<file path="src/rtl/lap_timer_if.sv">
// Control and display bundle between the button/mode logic (master) and lap_timer (slave).
interface lap_timer_if #(
    parameter int LAP_DEPTH = 4
);
    localparam int CW = $clog2(LAP_DEPTH + 1);

    logic          start;
    logic          stop;
    logic          zero;
    logic          down;
    logic          load;
    logic [6:0]    load_min;
    logic [5:0]    load_sec;
    logic [9:0]    load_msec;
    logic          lap;
    logic          lap_pop;
    logic          running;
    logic [6:0]    min;
    logic [5:0]    sec;
    logic [9:0]    msec;
    logic          expired;
    logic [6:0]    lap_min;
    logic [5:0]    lap_sec;
    logic [9:0]    lap_msec;
    logic          lap_valid;
    logic [CW-1:0] lap_count;
    logic          lap_drop;

    modport master (
        output start, stop, zero, down, load, load_min, load_sec, load_msec, lap, lap_pop,
        input  running, min, sec, msec, expired, lap_min, lap_sec, lap_msec,
               lap_valid, lap_count, lap_drop
    );

    modport slave (
        input  start, stop, zero, down, load, load_min, load_sec, load_msec, lap, lap_pop,
        output running, min, sec, msec, expired, lap_min, lap_sec, lap_msec,
               lap_valid, lap_count, lap_drop
    );
endinterface

</file>
<file path="src/rtl/lap_timer.sv">
// min:sec:msec up/down timer with millisecond prescaler and a first-word-fall-through lap FIFO.
module lap_timer #(
    parameter int CLKS_PER_MS = 1,
    parameter int MIN_MAX     = 99,
    parameter int LAP_DEPTH   = 4
) (
    input logic        clk,
    input logic        rst,
    lap_timer_if.slave bus
);
    localparam int PW = (CLKS_PER_MS > 1) ? $clog2(CLKS_PER_MS) : 1;
    localparam int CW = $clog2(LAP_DEPTH + 1);

    logic [PW-1:0]                 r_presc, w_presc;
    logic                          r_running, w_running;
    logic                          r_dir, w_dir;
    logic [6:0]                    r_min, w_min, w_up_min, w_dn_min;
    logic [5:0]                    r_sec, w_sec, w_up_sec, w_dn_sec;
    logic [9:0]                    r_msec, w_msec, w_up_msec, w_dn_msec;
    logic                          r_expired, w_expired;
    logic                          r_drop, w_drop;
    logic                          r_valid, w_valid;
    logic [CW-1:0]                 r_count, w_count, w_widx;
    logic [LAP_DEPTH-1:0][22:0]    r_fifo, w_fifo;
    logic                          w_tick, w_time_zero, w_dn_last, w_full, w_do_pop, w_do_push;

    assign w_tick      = r_running && (r_presc == PW'(CLKS_PER_MS - 1));
    assign w_time_zero = (r_min == 7'd0) && (r_sec == 6'd0) && (r_msec == 10'd0);
    assign w_dn_last   = (r_min == 7'd0) && (r_sec == 6'd0) && (r_msec == 10'd1);

    // One-millisecond increment and decrement of the current time with carry/borrow.
    always_comb begin
        w_up_min  = r_min;
        w_up_sec  = r_sec;
        w_up_msec = r_msec + 10'd1;
        w_dn_min  = r_min;
        w_dn_sec  = r_sec;
        w_dn_msec = r_msec - 10'd1;
        if (r_msec == 10'd999) begin
            w_up_msec = 10'd0;
            if (r_sec == 6'd59) begin
                w_up_sec = 6'd0;
                w_up_min = (r_min == 7'(MIN_MAX)) ? 7'd0 : r_min + 7'd1;
            end else begin
                w_up_sec = r_sec + 6'd1;
            end
        end else begin
            w_up_msec = r_msec + 10'd1;
        end
        if (r_msec == 10'd0) begin
            w_dn_msec = 10'd999;
            if (r_sec == 6'd0) begin
                w_dn_sec = 6'd59;
                w_dn_min = (r_min == 7'd0) ? 7'(MIN_MAX) : r_min - 7'd1;
            end else begin
                w_dn_sec = r_sec - 6'd1;
            end
        end else begin
            w_dn_msec = r_msec - 10'd1;
        end
    end

    // Control priority zero > load > stop > start > tick.
    always_comb begin
        w_presc   = r_presc;
        w_running = r_running;
        w_dir     = r_dir;
        w_min     = r_min;
        w_sec     = r_sec;
        w_msec    = r_msec;
        w_expired = 1'b0;
        if (bus.zero) begin
            w_presc   = '0;
            w_running = 1'b0;
            w_min     = 7'd0;
            w_sec     = 6'd0;
            w_msec    = 10'd0;
        end else if (bus.load && !r_running) begin
            w_presc = '0;
            w_min   = (bus.load_min > 7'(MIN_MAX)) ? 7'(MIN_MAX) : bus.load_min;
            w_sec   = (bus.load_sec > 6'd59) ? 6'd59 : bus.load_sec;
            w_msec  = (bus.load_msec > 10'd999) ? 10'd999 : bus.load_msec;
        end else if (bus.stop) begin
            w_running = 1'b0;
        end else if (bus.start && !r_running) begin
            if (!(bus.down && w_time_zero)) begin
                w_running = 1'b1;
                w_dir     = bus.down;
            end else begin
                w_running = 1'b0;
            end
        end else if (w_tick) begin
            w_presc = '0;
            if (r_dir) begin
                w_min  = w_dn_min;
                w_sec  = w_dn_sec;
                w_msec = w_dn_msec;
                if (w_dn_last) begin
                    w_running = 1'b0;
                    w_expired = 1'b1;
                end else begin
                    w_running = 1'b1;
                end
            end else begin
                w_min  = w_up_min;
                w_sec  = w_up_sec;
                w_msec = w_up_msec;
            end
        end else if (r_running) begin
            w_presc = r_presc + PW'(1);
        end else begin
            w_presc = r_presc;
        end
    end

    assign w_full    = (r_count == CW'(LAP_DEPTH));
    assign w_do_pop  = bus.lap_pop && (r_count != '0);
    assign w_do_push = bus.lap && (!w_full || w_do_pop);
    assign w_widx    = r_count - CW'(w_do_pop);

    // Lap FIFO as a shift register: entry 0 is the head, unused entries held at zero.
    always_comb begin
        w_fifo  = r_fifo;
        w_count = r_count;
        w_drop  = 1'b0;
        if (bus.zero) begin
            w_fifo  = '0;
            w_count = '0;
        end else begin
            if (w_do_pop) begin
                for (int i = 0; i < LAP_DEPTH - 1; i++) begin
                    w_fifo[i] = r_fifo[i+1];
                end
                w_fifo[LAP_DEPTH-1] = 23'd0;
            end else begin
                w_fifo = r_fifo;
            end
            for (int i = 0; i < LAP_DEPTH; i++) begin
                if (w_do_push && (CW'(i) == w_widx)) begin
                    w_fifo[i] = {r_min, r_sec, r_msec};
                end else begin
                    w_fifo[i] = w_fifo[i];
                end
            end
            w_drop  = bus.lap && !w_do_push;
            w_count = r_count + CW'(w_do_push) - CW'(w_do_pop);
        end
        w_valid = (w_count != '0);
    end

    // State register with synchronous reset.
    always_ff @(posedge clk) begin
        if (rst) begin
            r_presc   <= '0;
            r_running <= 1'b0;
            r_dir     <= 1'b0;
            r_min     <= 7'd0;
            r_sec     <= 6'd0;
            r_msec    <= 10'd0;
            r_expired <= 1'b0;
            r_drop    <= 1'b0;
            r_valid   <= 1'b0;
            r_count   <= '0;
            r_fifo    <= '0;
        end else begin
            r_presc   <= w_presc;
            r_running <= w_running;
            r_dir     <= w_dir;
            r_min     <= w_min;
            r_sec     <= w_sec;
            r_msec    <= w_msec;
            r_expired <= w_expired;
            r_drop    <= w_drop;
            r_valid   <= w_valid;
            r_count   <= w_count;
            r_fifo    <= w_fifo;
        end
    end

    assign bus.running   = r_running;
    assign bus.min       = r_min;
    assign bus.sec       = r_sec;
    assign bus.msec      = r_msec;
    assign bus.expired   = r_expired;
    assign bus.lap_min   = r_fifo[0][22:16];
    assign bus.lap_sec   = r_fifo[0][15:10];
    assign bus.lap_msec  = r_fifo[0][9:0];
    assign bus.lap_valid = r_valid;
    assign bus.lap_count = r_count;
    assign bus.lap_drop  = r_drop;
endmodule
</file>
<file path="src/flat_wrapper.sv">
// flat-port wrapper written by rule: the top's interface ports become plain ports
module lap_timer_flat 
#(
    parameter int CLKS_PER_MS = 1,
    parameter int MIN_MAX     = 99,
    parameter int LAP_DEPTH   = 4
)
  (clk, rst, bus_start, bus_stop, bus_zero, bus_down, bus_load, bus_load_min, bus_load_sec, bus_load_msec, bus_lap, bus_lap_pop, bus_running, bus_min, bus_sec, bus_msec, bus_expired, bus_lap_min, bus_lap_sec, bus_lap_msec, bus_lap_valid, bus_lap_count, bus_lap_drop);
  lap_timer_if #(.LAP_DEPTH(LAP_DEPTH)) bus_i ();
  input logic clk;
  input logic rst;
  input wire logic [$bits(bus_i.start)-1:0] bus_start;
  input wire logic [$bits(bus_i.stop)-1:0] bus_stop;
  input wire logic [$bits(bus_i.zero)-1:0] bus_zero;
  input wire logic [$bits(bus_i.down)-1:0] bus_down;
  input wire logic [$bits(bus_i.load)-1:0] bus_load;
  input wire logic [$bits(bus_i.load_min)-1:0] bus_load_min;
  input wire logic [$bits(bus_i.load_sec)-1:0] bus_load_sec;
  input wire logic [$bits(bus_i.load_msec)-1:0] bus_load_msec;
  input wire logic [$bits(bus_i.lap)-1:0] bus_lap;
  input wire logic [$bits(bus_i.lap_pop)-1:0] bus_lap_pop;
  output wire logic [$bits(bus_i.running)-1:0] bus_running;
  output wire logic [$bits(bus_i.min)-1:0] bus_min;
  output wire logic [$bits(bus_i.sec)-1:0] bus_sec;
  output wire logic [$bits(bus_i.msec)-1:0] bus_msec;
  output wire logic [$bits(bus_i.expired)-1:0] bus_expired;
  output wire logic [$bits(bus_i.lap_min)-1:0] bus_lap_min;
  output wire logic [$bits(bus_i.lap_sec)-1:0] bus_lap_sec;
  output wire logic [$bits(bus_i.lap_msec)-1:0] bus_lap_msec;
  output wire logic [$bits(bus_i.lap_valid)-1:0] bus_lap_valid;
  output wire logic [$bits(bus_i.lap_count)-1:0] bus_lap_count;
  output wire logic [$bits(bus_i.lap_drop)-1:0] bus_lap_drop;
  assign bus_i.start = bus_start;
  assign bus_i.stop = bus_stop;
  assign bus_i.zero = bus_zero;
  assign bus_i.down = bus_down;
  assign bus_i.load = bus_load;
  assign bus_i.load_min = bus_load_min;
  assign bus_i.load_sec = bus_load_sec;
  assign bus_i.load_msec = bus_load_msec;
  assign bus_i.lap = bus_lap;
  assign bus_i.lap_pop = bus_lap_pop;
  assign bus_running = bus_i.running;
  assign bus_min = bus_i.min;
  assign bus_sec = bus_i.sec;
  assign bus_msec = bus_i.msec;
  assign bus_expired = bus_i.expired;
  assign bus_lap_min = bus_i.lap_min;
  assign bus_lap_sec = bus_i.lap_sec;
  assign bus_lap_msec = bus_i.lap_msec;
  assign bus_lap_valid = bus_i.lap_valid;
  assign bus_lap_count = bus_i.lap_count;
  assign bus_lap_drop = bus_i.lap_drop;
  lap_timer #(.CLKS_PER_MS(CLKS_PER_MS), .MIN_MAX(MIN_MAX), .LAP_DEPTH(LAP_DEPTH)) u_core (.clk(clk), .rst(rst), .bus(bus_i));
endmodule
</file>
<file path="config.mk">
export PLATFORM = sky130hd
export DESIGN_NAME = lap_timer_flat
export DESIGN_NICKNAME = d
export VERILOG_FILES = /design/src/rtl/lap_timer_if.sv /design/src/rtl/lap_timer.sv /design/src/flat_wrapper.sv
export SDC_FILE = /design/constraint.sdc
export NUM_CORES = 1
export LEC_CHECK = 0
export CAP_MARGIN = 20
export CORE_UTILIZATION = 56
export CTS_CLUSTER_SIZE = 10
export DETAILED_ROUTE_END_ITERATION = 10
export PLACE_DENSITY = 0.87
export SLEW_MARGIN = 0
export SYNTH_ARGS = -nofsm -noshare
export SYNTH_HDL_FRONTEND = slang
export SYNTH_SLANG_ARGS = --single-unit
export TNS_END_PERCENT = 5
</file>
<file path="constraint.sdc">
create_clock -name clk -period 4.1 [get_ports clk]
set_input_delay 0.82 -clock clk [delete_from_list [all_inputs] [get_ports clk]]
set_output_delay 0.82 -clock clk [all_outputs]
set_load 0.03 [all_outputs]
</file>
==> flow_summary.yaml <==
outcome:
  run_status: "finished clean"
setup_path:
  cp-start-kind: "input port"
  crit_cells: 12
  crit_top_cell: "inv_1"
  r2r_cells: 11
  reg2reg_to: "u_core.bus.lap_valid"
  cp_max_fo: 3
  slowest_delay_ps: 550
  rrSetupSlack_ps: 1430
  crit_chain: "clkdlybuf4s50_1 -> o31ai_4 -> inv_1 -> ha_1 -> inv_1 -> ha_1 -> inv_1 -> fa_1 -> xnor2_1 -> xnor2_1 -> nor2_1 -> or3_1"
  reg2reg_from: "u_core.bus.lap_count[1]"
  worst-path-buf-inv: 4
  crit_slowest_cell: "clkdlybuf4s50_1"
  critPathRequiredTime_ps: 4400
  critPathKind: "in -> reg"
  crit_path_end_kind: "flop"
  cp_top_family: "adder cells"
  worstPathArrival_ps: 3290
timing:
  tns_ps: 0
  fin_crit_ps: 2990
  tightest_slew_ps: 1110
  hold_viol_final: 0
  setup_violations: 0
  rsz0062_at_grt: "false"
  whs_ps: 481
  finClkSkew_ps: 5.61
  fin_crit_sh_pct: 72.9
  drv_slew: 0
  max_slew_margin_pct: 26.1
  max_freq_mhz: 335
cells_and_area:
  drive_gt1_share_pct: 14.0
  fillCellCount: 917
  syn_to_final_growth_pct: 18.5
  diodes: 0
  final_cell_mix: "dfxtp_1, o21ai_0, clkdlybuf4s50_1"
  seqCellArea_sq_um: 2480
  final_util_pct: 68.0
  final_common_cell: "dfxtp_1"
  post-route-cell-area_sq_um: 8170
  multi_input_area_sq_um: 3850
  final_nets: 882
grt:
  antenna_found_initial: 0
  grt_max_degree: 117
  grt_usage_pct: 27.0
  grt_pass1_wl_microns: 27700
  grt_pass1_vias: 5654
  overflow: 0
worst_hold_path:
  hold_end: "u_core.r_fifo[77]"
  whs_path_depth: 2
  worstHoldStart: "u_core.r_fifo[77]"
  hold_class: "reg -> reg"
drt:
  num_vias: 6257
  drc: 0
  drt-total-wl_microns: 16800
  wl_per_cell_microns: 16.9
  ant_nets: 0
  drt_pass1_iterations: 5
  viasPerCell: 6.28
  dr.first_iter.drc_count: 624
pwr:
  power.density_nw_per_um2: 422
  clkPwrFrac_pct: 46.7
  switching_power_uw: 942
  internal-power_uw: 2500
  seqPwrFrac_pct: 37.3
  pwr-share-comb_pct: 16.1
  p_leak_uw: 0.00298
  vdd_drop_max_mv: 0.345
  p_sw_share_pct: 27.4
synth:
  syn_inst: 820
  yosys_warnings: 0
  synth_area_sq_um: 6890
  yosys-top-cells-area: "dfxtp_1, mux2_2, o21ai_0, nand3_1, nand4_1"
  ys.flop_type: "dfxtp_1"
  yosysSeqAreaShare_pct: 36.0
  avgSynthCellArea_sq_um: 8.40
  synth_top_area_share_pct: 36.0
  yosys.area.top_type: "dfxtp_1"
  async_flop_share_pct: 0
  synth.ff_latch_count: 124
  synth_cell_type_count: 74
  synth_nets: 865
  synth-edff-count: 0
clock_tree:
  clock_sinks: 124
  htreeDepth: 4
  cts_root_buf: "clkbuf_16"
  tritoncts: "done"
  cts.clk_slew.worst_paths_ps: 60
  insertion_delay_ps: 420
  numCtsBuffers: 17
  holdBufCountCts: 0
  post_cts_resized: 0
  clock_path_buffers: 2
  postCtsSetupBuffers: 0
job:
  cap_violations: 0
place:
  io_buffers: 84
  placedInstanceArea_sq_um: 7530
  hpwl_microns: 10600
  gp_congestion: 0.894
die:
  die_y_microns: 113
  num_rows: 40
  die_x_microns: 113
  fp.coreArea_sq_um: 12000
  die_area_sq_um: 12800
  ioPinCount: 85
  start_util_pct: 57.4
## area by class of cell
type,count,area share [%]
repair buffers,95,11.5
multi-input cells,579,47.2
flip-flops and latches,124,30.4
clock buffers,21,5.76
well taps,147,2.25
clock inverters,10,2.01
inverters,20,0.919
## tightest hold or removal path, delay by kind of cell (launching register included)
family / cells / cell delay, ps
compound gates: 1 / 70
flops: 1 / 310
simple gates: 1 / 60
## metal layers
layer / global-route usage [%] / part of all wire [%]
met4: 10.2 / 1.5
met3: 4.93 / 6.1
met2: 41.9 / 47
met5: 0 / 0
met1: 37.4 / 46
## registers in the layout, indices dropped and copies added (netlist names), 3 cells and up
| register | cells |
|---|---|
| u_core.bus.msec | 10 |
| u_core.bus.min | 7 |
| u_core.bus.lap_msec | 10 |
| u_core.bus.sec | 6 |
| u_core.bus.lap_count | 3 |
| u_core.bus.lap_sec | 6 |
| u_core.bus.lap_min | 7 |
| u_core.r_fifo | 69 |
## worst max-delay path by stage
stage	from	endpoint	slack (ps)
global placement	bus_lap_pop	u_core.bus.lap_valid	820
detailed placement	bus_lap_pop	u_core.bus.lap_valid	730
finish	bus_lap_pop	u_core.bus.lap_valid	1110
global route	bus_lap_pop	u_core.bus.lap_valid	960
CTS	bus_lap_pop	u_core.bus.lap_valid	1120
floorplan	bus_lap_pop	u_core.bus.lap_valid	730
## cells in the mapped netlist (8+ instances only)
cell,count
nand4_1,34
inv_1,20
a31oi_1,10
nor3_1,15
o21ai_0,105
nor2_1,38
buf_2,20
mux2i_1,13
buf_4,25
dfxtp_1,124
o31ai_1,8
mux2_2,61
buf_1,8
a21oi_1,16
clkbuf_1,41
nand2_1,51
nand3_1,81
a211oi_1,15
ha_1,12
## power by group through the flow
stage / Combinational (uW) / Sequential [uW] / Clock, uW
3_3_place_gp: 538 / 1310 / 0
5_1_grt: 599 / 1290 / 1670
4_1_cts: 550 / 1280 / 1610
6_report: 554 / 1280 / 1610
3_5_place_dp: 542 / 1310 / 0
2_1_floorplan: 386 / 1310 / 0
## logic make-up (layout without fill, tap and decap cells)
logic type | count (synthesis) | after routing | synth area share, %
AOI/OAI and AO/OA | 216 | 216 | 19.7
xor gates and xnor gates | 9 | 9 | 1.14
adders and majority gates | 13 | 13 | 2.47
buffers and inverters | 117 | 146 | 8.37
DFF | 124 | 124 | 36.0
muxes | 74 | 74 | 11.9
and+or+nand+nor | 267 | 267 | 20.5
## per-stage QoR
stage	setup WS, ps	power (uW)	instances
2_1_floorplan	729	1700	820
3_3_place_gp	820	1850	965
3_5_place_dp	734	1850	965
4_1_cts	1120	3440	996
5_1_grt	958	3560	996
6_report	1110	3440	996
Note: power is estimated with default switching activity, not from simulation.
